===== src/rtl/spi_pkg.sv =====
// Shared types and constants for the SPI slave FIFO block.
package spi_pkg;

    typedef struct packed {
        logic cpol;
        logic cpha;
    } spi_mode_t;

    localparam int unsigned SPI_SYNC_STAGES = 2;

    typedef enum logic [1:0] {
        IDLE,
        LOAD,
        ACTIVE
    } spi_state_e;

endpackage


===== src/rtl/spi_sync_fifo.sv =====
// Single-clock first-word-fall-through FIFO; head word reads as zero while empty.
module spi_sync_fifo
    import spi_pkg::*;
#(
    parameter int unsigned DATA_W = 8,
    parameter int unsigned DEPTH  = 4
) (
    input  logic              clk,
    input  logic              rst,
    input  logic              push,
    input  logic [DATA_W-1:0] push_data,
    input  logic              pop,
    output logic [DATA_W-1:0] pop_data,
    output logic              full,
    output logic              empty
);

    localparam int unsigned AW = $clog2(DEPTH);

    logic [DATA_W-1:0] mem [DEPTH];
    logic [AW:0]       wr_ptr;
    logic [AW:0]       rd_ptr;
    logic              do_push;
    logic              do_pop;

    assign empty    = (wr_ptr == rd_ptr);
    assign full     = (wr_ptr[AW] != rd_ptr[AW]) && (wr_ptr[AW-1:0] == rd_ptr[AW-1:0]);
    assign do_pop   = pop && !empty;
    // A full FIFO still takes a push when the head leaves in the same cycle.
    assign do_push  = push && (!full || do_pop);
    assign pop_data = empty ? '0 : mem[rd_ptr[AW-1:0]];

    always_ff @(posedge clk or posedge rst) begin
        if (rst) begin
            wr_ptr <= '0;
            rd_ptr <= '0;
        end else begin
            if (do_push) wr_ptr <= wr_ptr + (AW+1)'(1);
            if (do_pop)  rd_ptr <= rd_ptr + (AW+1)'(1);
        end
    end

    always_ff @(posedge clk) begin
        if (do_push) mem[wr_ptr[AW-1:0]] <= push_data;
    end

endmodule


===== src/rtl/spi_slave_fifo.sv =====
// SPI slave (all four modes) with RX/TX FIFOs, clocked entirely by spi_clk_i.
// Define SPI_SLAVE_FIFO_ERR_EN to add the rx_overflow_o / tx_underflow_o pulse outputs.
module spi_slave_fifo
    import spi_pkg::*;
#(
    parameter int unsigned DATA_W     = 8,
    parameter int unsigned FIFO_DEPTH = 4,
    parameter bit          MSB_FIRST  = 1'b1
) (
    input  logic              spi_clk_i,
    input  logic              rst_i,
    input  logic              cpol_i,
    input  logic              cpha_i,
    input  logic [DATA_W-1:0] tx_data_i,
    input  logic              tx_valid_i,
    output logic              tx_ready_o,
    output logic [DATA_W-1:0] rx_data_o,
    output logic              rx_valid_o,
    input  logic              rx_ready_i,
    input  logic              sck_i,
    input  logic              cs_n_i,
    input  logic              mosi_i,
    output logic              miso_o,
    output logic              miso_oe_o
`ifdef SPI_SLAVE_FIFO_ERR_EN
    ,
    output logic              rx_overflow_o,
    output logic              tx_underflow_o
`endif
);

    localparam int unsigned      CNT_W    = $clog2(DATA_W);
    localparam logic [CNT_W-1:0] LAST_BIT = CNT_W'(DATA_W - 1);

    logic [SPI_SYNC_STAGES-1:0] sck_sync;
    logic [SPI_SYNC_STAGES-1:0] cs_sync;
    logic [SPI_SYNC_STAGES-1:0] mosi_sync;
    logic sck_s, cs_s, mosi_s, sck_d, cs_d;
    logic sck_rise, sck_fall, cs_rise, cs_fall;
    logic leading, trailing, in_word, sample_edge, shift_edge, word_done, tx_load;

    spi_state_e        state, state_next;
    spi_mode_t         mode;
    logic [CNT_W-1:0]  bit_cnt;
    logic [DATA_W-1:0] rx_shift, rx_word;
    logic [DATA_W-1:0] tx_shift, tx_shifted, tx_word;
    logic              skip_shift;
    logic              rx_push;
    logic              rx_full, rx_empty;
    logic              tx_full, tx_empty;
    logic [DATA_W-1:0] tx_head;

    assign sck_s  = sck_sync[SPI_SYNC_STAGES-1];
    assign cs_s   = cs_sync[SPI_SYNC_STAGES-1];
    assign mosi_s = mosi_sync[SPI_SYNC_STAGES-1];

    always_ff @(posedge spi_clk_i or posedge rst_i) begin
        if (rst_i) begin
            sck_sync  <= '0;
            cs_sync   <= '1;
            mosi_sync <= '0;
            sck_d     <= 1'b0;
            cs_d      <= 1'b1;
        end else begin
            sck_sync  <= {sck_sync[SPI_SYNC_STAGES-2:0], sck_i};
            cs_sync   <= {cs_sync[SPI_SYNC_STAGES-2:0], cs_n_i};
            mosi_sync <= {mosi_sync[SPI_SYNC_STAGES-2:0], mosi_i};
            sck_d     <= sck_s;
            cs_d      <= cs_s;
        end
    end

    assign sck_rise = sck_s && !sck_d;
    assign sck_fall = !sck_s && sck_d;
    assign cs_rise  = cs_s && !cs_d;
    assign cs_fall  = !cs_s && cs_d;

    assign leading     = mode.cpol ? sck_fall : sck_rise;
    assign trailing    = mode.cpol ? sck_rise : sck_fall;
    assign in_word     = (state == ACTIVE) && !cs_rise;
    assign sample_edge = in_word && (mode.cpha ? trailing : leading);
    assign shift_edge  = in_word && (mode.cpha ? leading : trailing);
    assign word_done   = sample_edge && (bit_cnt == LAST_BIT);
    assign tx_load     = (state == LOAD) || word_done;
    assign tx_word     = tx_empty ? '0 : tx_head;

    assign rx_word    = MSB_FIRST ? {rx_shift[DATA_W-2:0], mosi_s} : {mosi_s, rx_shift[DATA_W-1:1]};
    assign tx_shifted = MSB_FIRST ? {tx_shift[DATA_W-2:0], 1'b0} : {1'b0, tx_shift[DATA_W-1:1]};

    always_ff @(posedge spi_clk_i or posedge rst_i) begin
        if (rst_i) state <= IDLE;
        else       state <= state_next;
    end

    always_comb begin
        state_next = state;
        case (state)
            IDLE:    if (cs_fall) state_next = LOAD;
            LOAD:    state_next = ACTIVE;
            ACTIVE:  state_next = ACTIVE;
            default: state_next = IDLE;
        endcase
        if (cs_rise) state_next = IDLE;
    end

    always_comb begin
        miso_oe_o = 1'b0;
        miso_o    = 1'b0;
        case (state)
            LOAD: begin
                miso_oe_o = 1'b1;
                miso_o    = MSB_FIRST ? tx_word[DATA_W-1] : tx_word[0];
            end
            ACTIVE: begin
                miso_oe_o = 1'b1;
                miso_o    = MSB_FIRST ? tx_shift[DATA_W-1] : tx_shift[0];
            end
            default: ;
        endcase
    end

    // A freshly loaded word is already on miso, so the next shift edge only
    // consumes the skip flag; at frame start that applies to cpha=1 alone.
    always_ff @(posedge spi_clk_i or posedge rst_i) begin
        if (rst_i) begin
            mode       <= '0;
            bit_cnt    <= '0;
            rx_shift   <= '0;
            tx_shift   <= '0;
            skip_shift <= 1'b0;
            rx_push    <= 1'b0;
        end else begin
            rx_push <= word_done;
            if (state == IDLE) begin
                bit_cnt    <= '0;
                skip_shift <= 1'b0;
                if (cs_fall) mode <= {cpol_i, cpha_i};
            end
            if (tx_load) begin
                tx_shift   <= tx_word;
                skip_shift <= (state == ACTIVE) || mode.cpha;
            end else if (shift_edge) begin
                if (skip_shift) skip_shift <= 1'b0;
                else            tx_shift   <= tx_shifted;
            end
            if (sample_edge) begin
                rx_shift <= rx_word;
                bit_cnt  <= word_done ? '0 : bit_cnt + CNT_W'(1);
            end
        end
    end

`ifdef SPI_SLAVE_FIFO_ERR_EN
    logic zero_pending;

    // A zero-filled word reloaded mid-frame only counts once its first bit is
    // actually exchanged; a cs_n rise before that discards it silently.
    always_ff @(posedge spi_clk_i or posedge rst_i) begin
        if (rst_i) begin
            rx_overflow_o  <= 1'b0;
            tx_underflow_o <= 1'b0;
            zero_pending   <= 1'b0;
        end else begin
            rx_overflow_o  <= rx_push && rx_full && !rx_ready_i;
            tx_underflow_o <= ((state == LOAD) && tx_empty) || (zero_pending && sample_edge);
            if (!in_word)         zero_pending <= 1'b0;
            else if (word_done)   zero_pending <= tx_empty;
            else if (sample_edge) zero_pending <= 1'b0;
        end
    end
`endif

    spi_sync_fifo #(
        .DATA_W (DATA_W),
        .DEPTH  (FIFO_DEPTH)
    ) u_rx_fifo (
        .clk       (spi_clk_i),
        .rst       (rst_i),
        .push      (rx_push),
        .push_data (rx_shift),
        .pop       (rx_ready_i),
        .pop_data  (rx_data_o),
        .full      (rx_full),
        .empty     (rx_empty)
    );

    spi_sync_fifo #(
        .DATA_W (DATA_W),
        .DEPTH  (FIFO_DEPTH)
    ) u_tx_fifo (
        .clk       (spi_clk_i),
        .rst       (rst_i),
        .push      (tx_valid_i && !tx_full),
        .push_data (tx_data_i),
        .pop       (tx_load),
        .pop_data  (tx_head),
        .full      (tx_full),
        .empty     (tx_empty)
    );

    assign tx_ready_o = !tx_full;
    assign rx_valid_o = !rx_empty;

endmodule


===== config.mk =====
export PLATFORM = sky130hd
export DESIGN_NAME = spi_slave_fifo
export DESIGN_NICKNAME = d
export VERILOG_FILES = /design/src/rtl/spi_pkg.sv /design/src/rtl/spi_sync_fifo.sv /design/src/rtl/spi_slave_fifo.sv
export SDC_FILE = /design/constraint.sdc
export NUM_CORES = 1
export LEC_CHECK = 0
export ABC_AREA = 1
export CAP_MARGIN = 0
export CORE_ASPECT_RATIO = 1.25
export CORE_MARGIN = 2
export CORE_UTILIZATION = 55
export DETAILED_ROUTE_END_ITERATION = 16
export PLACE_DENSITY = 0.77
export SLEW_MARGIN = 20
export SYNTH_ARGS = -nofsm -noshare
export SYNTH_HDL_FRONTEND = slang
export SYNTH_HIERARCHICAL = 1
export SYNTH_SLANG_ARGS = --single-unit
export TNS_END_PERCENT = 100

===== constraint.sdc =====
create_clock -name spi_clk_i -period 3 [get_ports spi_clk_i]
set_input_delay 0.6 -clock spi_clk_i [delete_from_list [all_inputs] [get_ports spi_clk_i]]
set_output_delay 0.6 -clock spi_clk_i [all_outputs]
set_load 0.01 [all_outputs]

==> out/qor.yml <==
die:
  die_x_um: 90
  pin_count: 29
  fp.dieH_um: 111.5
  rows: 39
  initial_core_util_pct: 56.02
  coreArea_um2: 9076
  die_area_um2: 10040
clock_network:
  clk_root_buffer_cell: "clkbuf_16"
  insertion_delay_ps: 350
  h-tree-depth: 3
  clock_sinks: 109
  clk_pin_slew_ps: 70
  cts_tree: "built"
  cts_made_buffers: 9
  cts_buffer_depth: 2
worst_setup_path:
  path_cells: "buf_4, nor2_1, nor2_1, o21ai_0, o21ai_0, nand2_1, inv_1, clkdlybuf4s50_1"
  worstSetupPathType: "flip-flop to output pin"
  crit_arrival_ps: 2100
  worstPathRequired_ps: 2400
  end_kind: "output pin"
  worst_path_max_delay_cell: "clkdlybuf4s50_1"
  crit_fanout: 16
  cp-start-kind: "flip-flop"
  slowest_delay_ps: 530
routing:
  ant_nets: 0
  drt-pass1-iter-count: 4
  drt_iter0_markers: 241
  drt_wl_total_mm: 8.623
  viasPerCell: 5.080
  post_drt_wl_per_cell_um: 13.08
  vias: 3348
  drc: 0
grt:
  antenna_found_initial: 0
  grt_pass1_wl_mm: 15.37
  grt_max_degree: 25
  grt_overflow: 0
  grt_usage_pct: 19.07
  first_global_vias: 3386
synth:
  synth_nets: 526
  ys_warn_count: 6
  post_synth.cell_area_avg_um2: 10.34
  synth_cells: 492
  netlist_area_um2: 5085
sta:
  period_needed_ps: 2697
  worst_slew_pin_slew_ps: 381.4
  finalWorstSetupSlack_ps: 302.5
  max_freq_ghz: 0.3707
  finalHoldViolations: 0
  whs_ps: 354.8
  fin_setup_tns_ps: 0
  rsz0062_at_grt: "false"
  slew_violations: 0
  setup_viol: 0
  skew_ps: 7.233
  fin_crit_sh_pct: 89.92
  slew_headroom_pct: 74.54
hold_path:
  hold_class: "flip-flop to flip-flop"
pwr:
  powerDensity_nw_per_um2: 915.5
  internal_power_w: 0.003307
  comb_power_share_pct: 38.4
  ir_drop_v: 0.0006510
  switchingPower_w: 0.001996
  p_seq_share_pct: 40.4
  leakage_nw: 2.574
  clock_power_share_pct: 21.2
  swShare_pct: 37.64
cells_and_area:
  regArea_um2: 3053
  diodes: 0
  drive_above_1_share_pct: 10.45
  flow.area_growth_from_synthesis_pct: 13.90
  final_nets: 565
  multi_input_area_um2: 1654
  num-fill-cells: 727
job:
  max-cap-violations: 0
place:
  place.gp.congestion: 0.8111
  pre_cts_ws_ps: 377.7
  hpwlAfterDp_mm: 6.244
  port_buffers: 28
status:
  status: "completed"
==> cells in the final DEF (no fill, tap or decap), types with 3 or more instances in the layout <==
master / count
xor2_1: 4
clkbuf_16: 9
clkdlybuf4s50_1: 27
buf_4: 14
ha_1: 17
inv_1: 63
nand2_4: 4
o21ai_0: 48
edfxtp_1: 64
nand4_1: 5
nand3_1: 36
dfrtp_1: 41
nand2_1: 93
a21oi_1: 3
nand4_4: 4
nor2_1: 64
dfstp_2: 3
o21ai_1: 11
nand3_2: 5
==> registers in the layout, summed over array words and instances, names as in the netlist <==
signal,cells
u_tx_fifo/rd_ptr,3
u_rx_fifo/mem,32
u_tx_fifo/mem,32
skip_shift,1
u_tx_fifo/wr_ptr,3
sck_sync,2
bit_cnt,3
tx_shift,8
rx_shift,8
cs_d,1
u_rx_fifo/wr_ptr,3
state,2
mode,2
rx_push,1
sck_d,1
mosi_sync,2
u_rx_fifo/rd_ptr,3
cs_sync,2
==> worst max-delay path: cells and delay by family, from the launching register on <==
| kind | cells | cell delay (ps) |
|---|---|---|
| buffers and inverters | 3 | 850 |
| DFF | 1 | 480 |
| and+or+nand+nor | 3 | 260 |
| AOI/OAI and AO/OA | 2 | 170 |
==> worst paths after layout <==
path / depth (start not counted) / slack [ps] / startpoint / end
worst max-delay path: 8 / 300 / u_rx_fifo/rd_ptr[0]$_DFFE_PP0P_ / rx_data_o[1]
worst min-delay path: 0 / 350 / sck_sync[0]$_DFF_PP0_ / sck_sync[1]$_DFF_PP0_
worst max register to register: 10 / 620 / cs_d$_DFF_PP1_ / u_tx_fifo/mem[0][0]$_DFFE_PP_
worst min register to register: 0 / 350 / sck_sync[0]$_DFF_PP0_ / sck_sync[1]$_DFF_PP0_
max in group asynchronous: 3 / 1670 / rst_i / cs_d$_DFF_PP1_
min in group asynchronous: 2 / 580 / rst_i / u_tx_fifo/rd_ptr[2]$_DFFE_PP0P_
==> layer usage <==
metal | GRT usage, % | up-vias | routed length (um)
li1 | - | 1693 | -
met3 | 4.871 | 13 | 282
met5 | 0 | - | 0
met2 | 34.44 | 55 | 4731
met4 | 7.077 | 0 | 142
met1 | 21.80 | 1587 | 3467
==> through the flow <==
stage	area, um^2	cells	power, W	util, %
after detailed placement	5505	643	0.004214	60.66
after CTS	5788	659	0.005352	63.77
after global placement	5505	643	0.004112	60.66
after global routing	5792	659	0.005746	63.81
final	5792	659	0.005303	63.81
after floorplan	5085	492	0.003687	-
==> area by class of cell <==
class	instances	area share (%)
clock buffers	9	3.889
clock inverters	7	0.9937
inverters	68	4.493
multi-input cells	301	28.56
flip-flops and latches	109	52.71
well taps	123	2.657
repair buffers	42	6.697
==> power by group through the flow <==
stage          combinational, W  clock, W  sequential (W)
2_1_floorplan           0.00161         0         0.00208
4_1_cts                 0.00207   0.00115         0.00214
6_report                0.00204   0.00112         0.00214
5_1_grt                 0.00235   0.00122         0.00218
3_5_place_dp            0.00204         0         0.00217
3_3_place_gp            0.00196         0         0.00215
==> timing repair <==
action	in CTS	in global routing
setup buffers	0	0
hold buffers	0	0
gates cloned	0	0
setup endpoints to repair	1	1
endpoints found under the hold margin	0	0
resized for setup	1	2
No activity file was read; power rests on OpenSTA's default activity.
